==> config.mk <==
export PLATFORM = sky130hd
export DESIGN_NAME = adc_ser_tx
export DESIGN_NICKNAME = d
export VERILOG_FILES = /design/src/rtl/adc_ser_tx.sv
export SDC_FILE = /design/constraint.sdc
export NUM_CORES = 1
export LEC_CHECK = 0
export BUFFER_PORTS_ARGS = -buffer_cell sky130_fd_sc_hd__buf_2
export CORE_ASPECT_RATIO = 0.6
export CORE_MARGIN = 4
export CORE_UTILIZATION = 45
export DETAILED_ROUTE_END_ITERATION = 12
export PLACE_DENSITY = 0.77
export SETUP_SLACK_MARGIN = 0.15
export SLEW_MARGIN = 20
export SYNTH_ARGS = -nofsm -noshare
export SYNTH_HDL_FRONTEND = slang
export SYNTH_SLANG_ARGS = --single-unit
==> constraint.sdc <==
create_clock -name clk_i -period 1.9 [get_ports clk_i]
set_input_delay 0.095 -clock clk_i [delete_from_list [all_inputs] [get_ports clk_i]]
set_output_delay 0.095 -clock clk_i [all_outputs]
set_load 0.02 [all_outputs]
==> src/rtl/adc_ser_tx.sv <==
// Multi-channel ADC serial-LVDS transmitter model: buffers one parallel sample,
// left-aligns it into an FW-bit frame and shifts it out over LW lanes per channel.
module adc_ser_tx #(
  parameter int CH        = 2,
  parameter int DW        = 14,
  parameter int FW        = 16,
  parameter int LW        = 2,
  parameter bit MSB_FIRST = 1'b1
) (
  input  logic               clk_i,
  input  logic               rst_i,
  input  logic               en_i,
  input  logic [1:0]         mode_i,
  input  logic [DW-1:0]      pat_i,
  input  logic               slip_i,
  input  logic               clr_i,
  input  logic [CH*DW-1:0]   s_dat_i,
  input  logic               s_vld_i,
  output logic               s_rdy_o,
  output logic [CH*LW-1:0]   dat_o,
  output logic               fr_o,
  output logic               underrun_o
);

  localparam int PW = FW / LW;
  localparam int BW = (PW > 1) ? $clog2(PW) : 1;
  localparam logic [BW-1:0] B_LAST = BW'(PW - 1);
  localparam logic [BW-1:0] B_HALF = BW'(PW / 2);
  localparam logic [DW-1:0] CHK_A  = DW'({((DW + 1) / 2){2'b10}});

  typedef enum logic [1:0] {ST_IDLE, ST_RUN, ST_STRETCH} state_t;

  state_t              state_q;
  logic [BW-1:0]       b_q;
  logic [CH*DW-1:0]    hold_q;
  logic                hold_full_q;
  logic [CH*DW-1:0]    last_q;
  logic [CH*DW-1:0]    ramp_q;
  logic                chk_q;
  logic [1:0]          last_mode_q;
  logic                slip_pend_q;
  logic [CH*FW-1:0]    shift_q;
  logic [CH*LW-1:0]    dat_q;
  logic                fr_q;
  logic                underrun_q;

  logic                stretch, load, consume, accept, under_d;
  logic [BW-1:0]       b_nx;
  logic [CH*DW-1:0]    src_d;
  logic [CH*FW-1:0]    word_d;

  function automatic logic [LW-1:0] beat_of(input logic [FW-1:0] w, input logic [BW-1:0] k);
    logic [FW-1:0] t;
    if (MSB_FIRST) begin
      t = w << (LW * int'(k));
      return t[FW-1 -: LW];
    end else begin
      t = w >> (LW * int'(k));
      return t[LW-1:0];
    end
  endfunction

  function automatic logic [CH*LW-1:0] beats(input logic [CH*FW-1:0] w, input logic [BW-1:0] k);
    logic [CH*LW-1:0] r;
    r = '0;
    for (int c = 0; c < CH; c++) r[c*LW +: LW] = beat_of(w[c*FW +: FW], k);
    return r;
  endfunction

  // A pending slip holds the counter on the last beat for exactly one extra cycle.
  assign stretch = en_i && (state_q == ST_RUN) && (b_q == B_LAST) && (slip_pend_q || slip_i);
  assign load    = en_i && ((state_q == ST_IDLE) || ((b_q == B_LAST) && !stretch));
  assign consume = load && (mode_i == 2'd0) && hold_full_q;
  assign s_rdy_o = !hold_full_q || consume;
  assign accept  = s_vld_i && s_rdy_o;
  assign b_nx    = b_q + BW'(1);

  always_comb begin
    src_d   = last_q;
    under_d = 1'b0;
    word_d  = '0;
    case (mode_i)
      2'd0: begin
        if (hold_full_q) src_d = hold_q;
        else             under_d = 1'b1;
      end
      2'd1: src_d = {CH{pat_i}};
      2'd2: begin
        for (int c = 0; c < CH; c++)
          src_d[c*DW +: DW] = (last_mode_q == 2'd2) ? ramp_q[c*DW +: DW] + DW'(1) : '0;
      end
      default: src_d = {CH{chk_q ? ~CHK_A : CHK_A}};
    endcase
    for (int c = 0; c < CH; c++)
      word_d[c*FW +: FW] = FW'(src_d[c*DW +: DW]) << (FW - DW);
  end

  always_ff @(posedge clk_i) begin
    if (rst_i) begin
      state_q     <= ST_IDLE;
      b_q         <= '0;
      hold_q      <= '0;
      hold_full_q <= 1'b0;
      last_q      <= '0;
      ramp_q      <= '0;
      chk_q       <= 1'b0;
      last_mode_q <= 2'd0;
      slip_pend_q <= 1'b0;
      shift_q     <= '0;
      dat_q       <= '0;
      fr_q        <= 1'b0;
      underrun_q  <= 1'b0;
    end else begin
      if (accept) hold_q <= s_dat_i;
      hold_full_q <= accept || (hold_full_q && !consume);

      if (load && under_d) underrun_q <= 1'b1;
      else if (clr_i)      underrun_q <= 1'b0;

      if (!en_i) begin
        state_q     <= ST_IDLE;
        b_q         <= '0;
        shift_q     <= '0;
        dat_q       <= '0;
        fr_q        <= 1'b0;
        slip_pend_q <= 1'b0;
      end else if (load) begin
        state_q     <= ST_RUN;
        b_q         <= '0;
        shift_q     <= word_d;
        dat_q       <= beats(word_d, BW'(0));
        fr_q        <= 1'b1;
        // Slips arriving while the stretched beat is on the wire are dropped.
        slip_pend_q <= (state_q == ST_STRETCH) ? 1'b0 : (slip_pend_q || slip_i);
        last_mode_q <= mode_i;
        case (mode_i)
          2'd0:    last_q <= src_d;
          2'd2:    ramp_q <= src_d;
          2'd3:    chk_q  <= !chk_q;
          default: ;
        endcase
      end else if (stretch) begin
        state_q     <= ST_STRETCH;
        slip_pend_q <= 1'b0;
      end else begin
        b_q         <= b_nx;
        dat_q       <= beats(shift_q, b_nx);
        fr_q        <= (b_nx < B_HALF);
        slip_pend_q <= slip_pend_q || slip_i;
      end
    end
  end

  assign dat_o      = dat_q;
  assign fr_o       = fr_q;
  assign underrun_o = underrun_q;

endmodule

==> results_dict.tcl <==
set metrics [dict create \
    tritoncts "done" \
    drt-pass1-iter-count 8 \
    worst_setup_path_end_kind "register" \
    grt_overflow_total 0 \
    crit_buf_inv 4 \
    drv_slew 0 \
    wirelength_mm 21.0 \
    setup_ws_ns -0.00334 \
    seqCellArea_um2 2590 \
    start_kind "register" \
    crit_arrival_ns 2.25 \
    whs_ns -0.00402 \
    vias 6217 \
    worst_ep_required_time_ns 2.25 \
    fin_tns_setup_ns -0.00334 \
    p_total_uw 6950 \
    fin_util 0.647 \
    setup_viol 1 \
    insertion_delay_ns 0.42 \
    drt-initial-drc-count 817 \
    crit_family "compound AO/OA/AOI/OAI gates" \
    grt_busiest_layer "met1" \
    p_leak_uw 0.00335 \
    clock_path_buffers 2 \
    synth_top_area_share 0.422 \
    coreArea_um2 13000 \
    rr_startpoint "b_q[0]" \
    yosys_warnings 0 \
    multi_input_area_um2 3550 \
    remaining_drc_errors 0 \
    peakVddDrop_mv 0.573 \
    ys_ff_latch 128 \
    relSlewSlack 0.576 \
    startpoint "b_q[0]" \
    finClkSkew_ns 0.00757 \
    io_buffers 56 \
    period_needed_ns 1.90 \
    worstSetupPathDepth 10 \
    row_count 32 \
    gp_congestion 0.938 \
    failed_checks "negative hold slack, negative setup slack" \
    synthesis.nets 758 \
    critPathKind "register to register" \
    met2_usage 0.347 \
    status "finished with violations" \
    cts_root_buffer "clkbuf_16" \
    gr-usage-all-layers 0.246 \
    crit_slowest_cell "dfxtp_2" \
    syn2layout_area_growth_pct 38.5 \
    synth-edff-count 0 \
    synth_common_cells "nand2_1, dfxtp_1, o21ai_0" \
    holdCritPathClass "input pin to register" \
    cts_buffers 17 \
    antenna_found_initial 0 \
    synth_flop_cell "dfxtp_1" \
    clock_sinks 128 \
    synth_cell_types 56 \
    die_h_um 98.0 \
    yosysMostFrequentCell "nand2_1" \
    routedWlPerCell_um 20.4 \
    fin_nets 903 \
    drive_above_1_share 0.298 \
    tightest_slew_ns 0.629 \
    io_pins 57 \
    clkSlewWorstSetupHoldPaths_ns 0.05 \
    antenna_cells 0 \
    grt_setup_unrepaired "true" \
    htree_num_levels 4 \
    post-route-period-util 1.00 \
    grt_first_pass_wirelength_mm 29.8 \
    critPathMaxStageDelay_ns 0.33 \
    cp_cell_sequence "ha_4, ha_4, a31o_4, buf_12, buf_8, a21oi_4, buf_12, clkbuf_16, o21ai_1, o21ai_1" \
    ff2ff_setup_slack_ns -0.003 \
    maxCapViolCount 0 \
    grt_pass1_vias 5570 \
    grt_util_met1 0.366 \
    avgViaCountPerCell 6.04 \
    endpoint "ramp_q[10]" \
    synth_area_um2 6080 \
    grt.met3_usage 0.0717 \
    ys_seq_area_frac 0.422 \
    worst-r2r-cell-count 10 \
    die_width_um 158 \
    powerDensity_nw_per_um2 826 \
    worstReg2RegEnd "ramp_q[10]" \
    hold_viol_final 1 \
    synth-async-reset-ratio 0 \
    synth_top_area_cell "dfxtp_1" \
    die_area_um2 15500 \
    netlist_top_cells_area "dfxtp_1, mux2i_1, nand2_1" \
    synth_area_per_cell_um2 8.63 \
    ant_nets 0 \
    start_util 0.467 \
    synthCells 704 \
    max_freq_ghz 0.525 \
    n_fill_cell 973 \
    grt_max_degree 50 \
    dp_hpwl_mm 12.4 \
    crit_path_max_fanout 7 \
]
## worst register-to-register path, delay by kind of cell, from the launching register on
family                   cells  cell delay (ns)
AO/OA/AOI/OAI                4             0.61
flip-flops                   1             0.33
buffers and inverters        4             0.57
adder cells (fa/ha/maj)      2             0.32
## worst min-delay path by stage
| stage | slack, ns | to | start | cells after the start |
|---|---|---|---|---|
| 6_report | -0.004 | slip_pend_q | slip_i | 3 |
| 4_1_cts | 0.0008 | underrun_o | clr_i | 3 |
| 3_3_place_gp | 0.32 | hold_full_q | s_vld_i | 3 |
| 3_5_place_dp | 0.35 | hold_full_q | s_vld_i | 3 |
| 5_1_grt | 0.02 | underrun_o | clr_i | 3 |
| 2_1_floorplan | 0.21 | hold_full_q | s_vld_i | 2 |
## kinds of logic (layout without fill, tap and decap cells)
family | Yosys count | after routing | share of synthesized area
simple gates | 235 | 235 | 0.174
compound gates | 194 | 194 | 0.203
xor+xnor | 25 | 25 | 0.0360
flops | 128 | 128 | 0.422
buf+inv | 52 | 208 | 0.0472
fa+ha+maj | 4 | 4 | 0.00824
mux | 66 | 66 | 0.110
## through the flow
| step | worst slack (ns) | std cells | instance area [um2] |
|---|---|---|---|
| after floorplan | 0.152 | 704 | 6080 |
| after global placement | -0.0535 | 939 | 6790 |
| after detailed placement | -0.144 | 939 | 6790 |
| after CTS | 0.109 | 1011 | 7920 |
| after global routing | -0.00642 | 1030 | 8410 |
| final | -0.00334 | 1030 | 8410 |
## layer usage
metal | wire length, um | up-vias
met2 | 8900 | 421
met3 | 2530 | 69
met1 | 8930 | 2915
met4 | 611 | 0
li1 | - | 2812
met5 | 0 | -
## registers in the layout, summed over array words and instances (netlist names)
name         flops
dat_o            4
chk_q            1
b_q              3
hold_q          28
underrun_o       1
state_q          2
shift_q         28
fr_o             1
last_q          28
slip_pend_q      1
last_mode_q      2
ramp_q          28
hold_full_q      1
## placed cells by master (no fill, tap or decap), drive strengths merged, types with 2 or more instances in the layout
cell type and instances:
nand2 137, buf 137, dfxtp 128, o21ai 83
mux2i 58, a21oi 40, nor2 33, dlygate4sd3 30
clkbuf 26, a22o 22, nor3 17, xnor2 15
nand3 15, xor2 10, a22oi 10, nor2b 9
nand4 8, mux2 8, o22ai 7, inv 6
clkinv 6, o2bb2ai 5, nor4 5, ha 4
a2111oi 4, a221oi 3, a31oi 3, or2 2
and3 2, a221o 2, a211o 2, o221a 2
a21o 2, bufinv 2
## repair_timing
item / in CTS / in global routing
pin swaps: 11 / 27
endpoints found under the hold margin: 31 / 0
cloned: 3 / 5
endpoints found under the setup margin: 85 / 100
gates resized for setup: 25 / 103
hold buffers: 30 / 0
setup buffers: 9 / 14
## where the power goes
part	internal (uW)	leakage (uW)	switching, uW
sequential	2780	0.00105	76.0
combinational	420	0.00202	480
clock	2010	0.000282	1190
## layout make-up
type,count,area share
clock buffer,23,0.0568
clock inverter,7,0.0101
inverter,7,0.00312
multi-input combinational,524,0.422
sequential,128,0.307
tap,170,0.0253
timing repair buffer,171,0.175
No activity file was read; power rests on OpenSTA's default activity.
